File: config.mk
export PLATFORM = sky130hd
export DESIGN_NAME = scan_display_ctrl
export DESIGN_NICKNAME = d
export VERILOG_FILES = /design/src/rtl/scan_display_ctrl.sv
export SDC_FILE = /design/constraint.sdc
export NUM_CORES = 1
export LEC_CHECK = 0
export ABC_CLOCK_PERIOD_IN_PS = 2400
export CAP_MARGIN = 40
export CORE_MARGIN = 5
export CORE_UTILIZATION = 50
export DETAILED_ROUTE_END_ITERATION = 8
export DONT_BUFFER_PORTS = 1
export PLACE_DENSITY = 0.66
export SETUP_SLACK_MARGIN = 0.2
export SYNTH_ARGS = -nofsm -noshare
export SYNTH_HDL_FRONTEND = slang
export SYNTH_SLANG_ARGS = --single-unit
export TNS_END_PERCENT = 20
File: constraint.sdc
create_clock -name CLK100MHZ -period 2.4 [get_ports CLK100MHZ]
set_clock_uncertainty 0.2 [all_clocks]
set_input_delay 0.24 -clock CLK100MHZ [delete_from_list [all_inputs] [get_ports CLK100MHZ]]
set_output_delay 0.24 -clock CLK100MHZ [all_outputs]
set_load 0.02 [all_outputs]
File: src/rtl/scan_display_ctrl.sv
// scan_display_ctrl
//   Multiplexed N-digit seven-segment controller. A one-cycle load captures a
//   value either directly as hex nibbles or, in decimal mode, through an
//   iterative shift-add-3 (double-dabble) binary-to-BCD converter. A free
//   running prescaler steps the scan index across the digits; each slot can be
//   blanked globally, before the first committed value, or by leading-zero
//   suppression.
//
// Ports
//   CLK100MHZ    in   system clock, rising edge
//   Reset_n      in   asynchronous active-low reset
//   load         in   one-cycle capture request for value/dec_mode
//   value        in   DATA_W-bit unsigned value
//   dec_mode     in   1 = decimal, 0 = hex (sampled with load)
//   lz_suppress  in   blank leading zero digits (live)
//   blank        in   turn all anodes off (live)
//   busy         out  decimal conversion in progress, load ignored
//   valid        out  digit registers hold a committed value
//   seg          out  {g,f,e,d,c,b,a}, active-low
//   AN           out  anode enables, active-low, one-hot-low

module scan_display_ctrl #(
    parameter int DATA_W      = 8,
    parameter int NUM_DIGITS  = 8,
    parameter int REFRESH_DIV = 100000
) (
    input  logic                  CLK100MHZ,
    input  logic                  Reset_n,
    input  logic                  load,
    input  logic [DATA_W-1:0]     value,
    input  logic                  dec_mode,
    input  logic                  lz_suppress,
    input  logic                  blank,
    output logic                  busy,
    output logic                  valid,
    output logic [6:0]            seg,
    output logic [NUM_DIGITS-1:0] AN
);

    // Enough BCD digits for any DATA_W-bit value: ceil(DATA_W/3) >= ceil(DATA_W*log10(2)).
    localparam int BCD_DIGITS = (DATA_W + 2) / 3;
    localparam int BCD_W      = 4 * BCD_DIGITS;
    localparam int PRE_W      = (REFRESH_DIV > 1) ? $clog2(REFRESH_DIV) : 1;
    localparam int IDX_W      = (NUM_DIGITS > 1) ? $clog2(NUM_DIGITS) : 1;
    localparam int CNT_W      = $clog2(DATA_W + 1);

    typedef enum logic [1:0] {
        IDLE,
        CONVERT,
        COMMIT
    } state_t;

    state_t                 state;
    logic [DATA_W-1:0]      bin_sr;
    logic [BCD_W-1:0]       bcd_sr;
    logic [BCD_W-1:0]       bcd_adj;
    logic [CNT_W-1:0]       bit_cnt;
    logic [3:0]             digits [NUM_DIGITS];
    logic [PRE_W-1:0]       prescaler;
    logic [IDX_W-1:0]       scan_idx;
    logic [NUM_DIGITS-1:0]  zero_from;
    logic [3:0]             cur_digit;
    logic                   slot_blank;

    function automatic logic [6:0] seg_decode(input logic [3:0] d);
        logic [6:0] s;
        case (d)
            4'h0:    s = 7'b1000000;
            4'h1:    s = 7'b1111001;
            4'h2:    s = 7'b0100100;
            4'h3:    s = 7'b0110000;
            4'h4:    s = 7'b0011001;
            4'h5:    s = 7'b0010010;
            4'h6:    s = 7'b0000010;
            4'h7:    s = 7'b1111000;
            4'h8:    s = 7'b0000000;
            4'h9:    s = 7'b0010000;
            4'hA:    s = 7'b0001000;
            4'hB:    s = 7'b0000011;
            4'hC:    s = 7'b1000110;
            4'hD:    s = 7'b0100001;
            4'hE:    s = 7'b0000110;
            default: s = 7'b0001110;
        endcase
        return s;
    endfunction

    // Double-dabble correction: any BCD nibble >= 5 gets +3 so the following
    // left shift carries correctly into the next decimal digit.
    always_comb begin
        bcd_adj = bcd_sr;
        for (int i = 0; i < BCD_DIGITS; i++) begin
            if (bcd_sr[4*i +: 4] >= 4'd5) begin
                bcd_adj[4*i +: 4] = bcd_sr[4*i +: 4] + 4'd3;
            end
        end
    end

    // Load / convert / commit sequencer. Digit registers only change on a hex
    // load or at COMMIT, so the display keeps the old value during conversion.
    always_ff @(posedge CLK100MHZ or negedge Reset_n) begin
        if (!Reset_n) begin
            state   <= IDLE;
            busy    <= 1'b0;
            valid   <= 1'b0;
            bin_sr  <= '0;
            bcd_sr  <= '0;
            bit_cnt <= '0;
            for (int i = 0; i < NUM_DIGITS; i++) begin
                digits[i] <= 4'd0;
            end
        end else begin
            case (state)
                IDLE: begin
                    if (load) begin
                        if (dec_mode) begin
                            bin_sr  <= value;
                            bcd_sr  <= '0;
                            bit_cnt <= '0;
                            busy    <= 1'b1;
                            state   <= CONVERT;
                        end else begin
                            // Nibbles past the top of value read as zero.
                            for (int i = 0; i < NUM_DIGITS; i++) begin
                                digits[i] <= 4'(value >> (4*i));
                            end
                            valid <= 1'b1;
                        end
                    end
                end
                CONVERT: begin
                    {bcd_sr, bin_sr} <= {bcd_adj, bin_sr} << 1;
                    bit_cnt          <= bit_cnt + CNT_W'(1);
                    if (bit_cnt == CNT_W'(DATA_W - 1)) begin
                        state <= COMMIT;
                    end
                end
                COMMIT: begin
                    for (int i = 0; i < NUM_DIGITS; i++) begin
                        digits[i] <= 4'(bcd_sr >> (4*i));
                    end
                    valid <= 1'b1;
                    busy  <= 1'b0;
                    state <= IDLE;
                end
                default: begin
                    state <= IDLE;
                    busy  <= 1'b0;
                end
            endcase
        end
    end

    // Refresh timing: one digit slot every REFRESH_DIV clocks.
    always_ff @(posedge CLK100MHZ or negedge Reset_n) begin
        if (!Reset_n) begin
            prescaler <= '0;
            scan_idx  <= '0;
        end else if (prescaler == PRE_W'(REFRESH_DIV - 1)) begin
            prescaler <= '0;
            if (scan_idx == IDX_W'(NUM_DIGITS - 1)) begin
                scan_idx <= '0;
            end else begin
                scan_idx <= scan_idx + IDX_W'(1);
            end
        end else begin
            prescaler <= prescaler + PRE_W'(1);
        end
    end

    // zero_from[i] is set when digit i and every digit above it are zero,
    // i.e. digit i is a leading zero.
    always_comb begin
        zero_from = '0;
        zero_from[NUM_DIGITS-1] = (digits[NUM_DIGITS-1] == 4'd0);
        for (int i = NUM_DIGITS - 2; i >= 0; i--) begin
            zero_from[i] = zero_from[i+1] & (digits[i] == 4'd0);
        end
        cur_digit  = digits[scan_idx];
        slot_blank = blank | ~valid |
                     (lz_suppress & (scan_idx != '0) & zero_from[scan_idx]);
    end

    // Registered pin drivers, one cycle behind the scan index.
    always_ff @(posedge CLK100MHZ or negedge Reset_n) begin
        if (!Reset_n) begin
            seg <= 7'h7F;
            AN  <= '1;
        end else if (slot_blank) begin
            seg <= 7'h7F;
            AN  <= '1;
        end else begin
            seg <= seg_decode(cur_digit);
            AN  <= ~(NUM_DIGITS'(1) << scan_idx);
        end
    end

endmodule

Word level (Yosys, flattened, before mapping)
Memories as Yosys holds them, arrays and structs flattened.
Cells that the tools add are included.
{"block": "totals", "register_bits": 95, "rom_bits": 112, "out_inout_bits": 17, "n_memories": 1}
{"memory": "(no name shown)", "depth": 16, "width": 7, "read_ports": 1, "rd_clocked_by_memory_dff": 0, "wr": 0, "line": "67", "source": "case (d)"}
{"block": "op_classes", "n_addsub": 6, "order_cmp": 5, "eq_ne": 9, "shift": 1, "muxes": 34, "n_bitwise": 15, "n_reduce_logical": 16}
{"op": "$mux W32", "n": 2}
{"op": "$pmux W32 S2", "n": 1}
{"op": "$logic_not A4 Y1", "n": 8}
{"op": "$mux W12", "n": 2}
{"op": "$mux W4", "n": 6}
{"op": "$mux W8", "n": 3}
{"op": "$pmux W12 S2", "n": 1}
{"op": "$add A17 B1 Y17 const B", "n": 1}
{"op": "$eq A17 B17 Y1 const B", "n": 1}
{"op": "$mux W17", "n": 1}
{"op": "$pmux W8 S2", "n": 1}
{"op": "$bmux W4 S3", "n": 1}
{"op": "$ge A4 B3 Y1 const B", "n": 3}
{"op": "$reduce_and A3 Y1", "n": 4}
{"op": "$and A1 B1 Y1", "n": 9}
{"op": "$add A4 B2 Y4 const B", "n": 2}
{"op": "$ne A2 B2 Y1 const B", "n": 4}
{"op": "$not A8 Y8", "n": 1}
{"op": "$pmux W4 S2", "n": 1}
{"op": "$shl A1 B3 Y8 const A", "n": 1}
{"op": "$mux W7", "n": 1}
{"op": "$mux W2", "n": 3}
{"op": "$mux W3", "n": 2}
{"op": "$mux W1", "n": 5}
{"op": "18 further kinds", "n": 22}

Longest topological paths before layout
{"block": "depth", "word_depth": 13, "depth_mapped": 9, "ltp_nobuf": 8}

Worst setup path after synthesis
No wires, ideal clock.
{"block": "synth_timing", "path_type": "register to register", "startpoint": "reg scan_idx[1]", "endpoint": "reg seg[4]", "setup_time_ns": 0.098, "t_arrival_ns": 1.804, "t_required_ns": 2.102, "path_slack_ns": 0.298, "path_stages_with_launch": 10, "n_path_buf": 1, "synth_period_minus_slack_ns": 2.102, "cell_sequence": "dfrtp_1 -> buf_4 -> mux2i_1 -> o22ai_1 -> nand2_1 -> inv_1 -> ha_1 -> and2_1 -> a21oi_1 -> o311ai_1"}
{"block": "synth_via", "elab_chain_len": 6}
{"item": "start: declaration", "line": "60", "source": "logic [IDX_W-1:0] scan_idx;"}
{"item": "start signal: assignment", "line": "164", "source": "scan_idx <= scan_idx + IDX_W'(1);"}
{"item": "$not A3 Y4 (implied by the code)", "line": "179", "source": "cur_digit = digits[scan_idx];"}
{"item": "$bmux W4 S3", "line": "179"}
{"item": "$mux W4 (implied by the code) (2 in a row)", "line": "179"}
{"item": "$mem_v2 Z16 W7"}
{"item": "$mux W7 (*)", "line": "189", "source": "end else if (slot_blank) begin"}
{"item": "end signal: assignment", "line": "193", "source": "seg <= seg_decode(cur_digit);"}
{"item": "end: declaration", "line": "36", "source": "output logic [6:0] seg,"}
Mark *: on every way between the ends. The rest lies on a longest branch, timed or not. The select of a mux whose other input is x is not followed.
A chain may end at the register's enable or synchronous reset.

Worst setup path after layout
Same ends and word-level chain as after synthesis.

==> impl_metrics.csv <==
group,metric,value,unit
yosys,ys_async_sr_fraction,1.000,
critical_path,crit_fanout,6,
yosys,syn-mean-instance-area,10.51,µm²
yosys,seq_area_frac_synth,0.5079,
cells_and_area,fillers,616,
yosys,synth-edff-count,0,
cells_and_area,area_growth_syn_to_layout,14.18,%
clock_network,clockRootBuffer,"clkbuf_8",
floorplan,core_area,7253,µm²
floorplan,chipHeight,96.40,µm
clock_network,clock_path_buffers,2,
yosys,synth_nets,389,
yosys,synth_top_flop_cell,"dfrtp_1",
sta,tns,0,ns
cells_and_area,layout.nets,412,
yosys,yosys.area.top_type,"dfrtp_1",
clock_network,path_clk_slew,0.08,ns
sta,slew_headroom,0.7052,
floorplan,ios,31,
sta,rsz0062_at_grt,"yes",
floorplan,fp-row-count,31,
power,powerDensity,1027,nW/µm²
critical_path,start_kind,"register",
critical_path,worstPathArrival,2.15,ns
global_routing,grt_pass1_wl,12.63,mm
yosys,synth-seq-cells,75,
detailed_routing,wl_met3,272,µm
clock_network,cts_tree,"yes",
global_routing,gr-total-overflow,0,
critical_path,crit_family,"compound AO/OA/AOI/OAI gates",
placement,gp_congestion,0.8585,
sta,hold_violations,0,
global_routing,grt_max_degree,76,
floorplan,initial_core_util,0.5146,
yosys,ys_warn_count,0,
detailed_routing,drt-initial-drc-count,105,
yosys,synth_common_cells,"dfrtp_1 (60), nand2_1 (36), nor2_1 (24)",
global_routing,track_usage,0.1768,
yosys,synth_cell_types,46,
power,p_sw,1.559,mW
critical_path,max_stage_delay,0.45,ns
clock_network,clock_latency,0.35,ns
detailed_routing,via_count,2634,
critical_path,cp.required,2.45,ns
detailed_routing,routed_wirelength,7.268,mm
placement,hpwl,5.057,mm
placement,dp_cells,450,
global_routing,grt_pass1_vias,2633,
power,pwr-share-comb,0.324,
power,clock_power_share,0.236,
power,switching_share,0.3561,
yosys,synth_area_leaders,"dfrtp_1 (40%), dfstp_2 (11%), ha_1 (6.7%), mux2i_1 (3.8%), nand2_1 (3.6%)",
critical_path,crit_type,"reg -> reg",
detailed_routing,viasPerCell,5.465,
critical_path,slowest_stage,"dfrtp_2",
yosys,yosys.area.top_type_share,0.4023,
detailed_routing,wire_per_inst,15.08,µm
floorplan,die_x,96.40,µm
critical_path,crit_chain,"mux2i_1, o22ai_2, nand2_2, inv_1, ha_2, and2_4, a21oi_1, o311ai_1",
hold_path,min_path_type,"in -> reg",
sta,fin_crit_sh,0.8755,
yosys,synth_cells,355,
detailed_routing,firstDrtPassIters,5,
power,seqPwrFrac,0.440,
global_routing,grt_antenna_before_repair,0,
cells_and_area,final_layout_size_suffix_gt1_frac,0.1488,
detailed_routing,wl_met2,3.441,mm
sta,tightest_slew,0.4422,ns
placement,portBuffers,0,
cells_and_area,layoutNonFillerInstCount,482,
detailed_routing,drt_drc_violations_left,0,
clock_network,cts_buffers,9,
cells_and_area,seqCellArea,1898,µm²
critical_path,critPathCaptureType,"register",
yosys,synth_area,3732,µm²
detailed_routing,top_layer,"met4",
floorplan,dieArea,9293,µm²
critical_path,crit_buf_inv,1,
cells_and_area,multi_input_area,1705,µm²
clock_network,cts_max_level,3,
cells_and_area,num_antenna_cells,0,
sta,slew_violations,0,
sta,layout_min_cycle_time,2.101,ns
job,drv_cap,0,
sta,setup_violations,0,
sta,fmax,475.9,MHz
detailed_routing,final_antenna_net_count,0,
yosys,yosysMostFrequentCell,"dfrtp_1",
power,vdd_ir_drop_max,511.4,µV
detailed_routing,met1_length,3.401,mm
power,power.leakage,1.852,nW
run_status,status,"finished, final reports clean",
clock_network,cts.sinks,75,
power,internal_power,2.818,mW
==> layer usage <==
layer  track usage  vias up
met1        0.2368     1261
met2        0.2737       56
li1              -     1303
met5             0        -
met4       0.08294        0
met3       0.03873       14
==> power by group through the flow <==
stage / Combinational (mW) / Clock [mW] / Sequential [mW]
floorplan: 1.06 / 0 / 1.88
global placement: 1.26 / 0 / 1.94
detailed placement: 1.32 / 0 / 1.95
CTS: 1.38 / 1.06 / 1.93
global route: 1.61 / 1.12 / 1.98
finish: 1.42 / 1.03 / 1.93
==> final cells by class <==
class,instances,area share
Multi-Input combinational cell,245,0.4002
Sequential cell,75,0.4454
Clock buffer,13,0.03259
Tap cell,99,0.02907
Timing Repair Buffer,27,0.05989
Clock inverter,3,0.01527
Inverter,20,0.01762
==> flip-flops by register name, indices dropped and copies added (netlist names), 2 cells and up <==
register,flops
AN,8
bcd_sr,12
bit_cnt,4
prescaler,17
scan_idx,3
digits,12
state,2
bin_sr,8
seg,7
==> final timing paths <==
path | startpoint | slack [ns] | cells past startpoint | endpoint
setup / recovery | scan_idx[1]$_DFFE_PN0N_ | 0.30 | 8 | seg[4]$_DFF_PN1_
hold / removal | dec_mode | 0.13 | 4 | bit_cnt[0]$_DFFE_PN0P_
setup reg to reg | scan_idx[1]$_DFFE_PN0N_ | 0.30 | 8 | seg[4]$_DFF_PN1_
hold reg to reg | bit_cnt[3]$_DFFE_PN0P_ | 0.27 | 1 | state[1]$_DFFE_PN0P_
max in group asynchronous | Reset_n | 1.45 | 2 | AN[6]$_DFF_PN1_
min in group asynchronous | Reset_n | 0.23 | 2 | prescaler[16]$_DFF_PN0_
==> tightest hold or removal path, delay by kind of cell <==
kind | cells | cell delay, ns
compound gates | 2 | 0.13
buf+inv | 1 | 0.19
simple gates | 1 | 0.09
==> placed cells by master (no fill, tap or decap), drive strengths merged, types with 5 or more instances in the layout <==
cell type	n
a21oi	9
a222oi	7
a22o	9
buf	14
clkbuf	13
dfrtp	60
dfstp	15
dlygate4sd3	13
ha	20
inv	19
mux2i	14
nand2	36
nand2b	7
nand3	10
nand4	8
nor2	25
nor2b	6
o21ai	21
o22ai	6
o31ai	5
xnor2	14
xor2	9
==> per-stage QoR <==
step	cell area [µm²]	util	hold WS (ns)	power, mW	setup slack [ns]
CTS	4229	0.5831	0.1300	4.368	0.2480
detailed placement	3861	0.5323	-0.2526	3.268	0.1563
finish	4262	0.5875	0.1284	4.377	0.2989
global route	4262	0.5875	0.1918	4.710	0.1607
global placement	3854	0.5313	-0.2526	3.199	0.2646
floorplan	3732	-	-0.2556	2.943	0.2976
==> kinds of logic (layout without fill, tap and decap cells) <==
group | count (synthesis) | count (layout) | share of synthesized area
buf+inv | 35 | 63 | 0.04090
mux | 15 | 15 | 0.04056
flops | 75 | 75 | 0.5079
fa+ha+maj | 20 | 20 | 0.06705
compound gates | 73 | 73 | 0.1388
simple gates | 114 | 114 | 0.1509
xor+xnor | 23 | 23 | 0.05397
==> timing repair <==
action / in CTS / in global routing
pin swaps: 0 / 3
hold buffers: 14 / 0
buffers inserted: 0 / 2
gates resized for setup: 1 / 7
endpoints found under the setup margin: 1 / 6
endpoints found under the hold margin: 96 / 0
No activity file was read; power rests on OpenSTA's default activity.
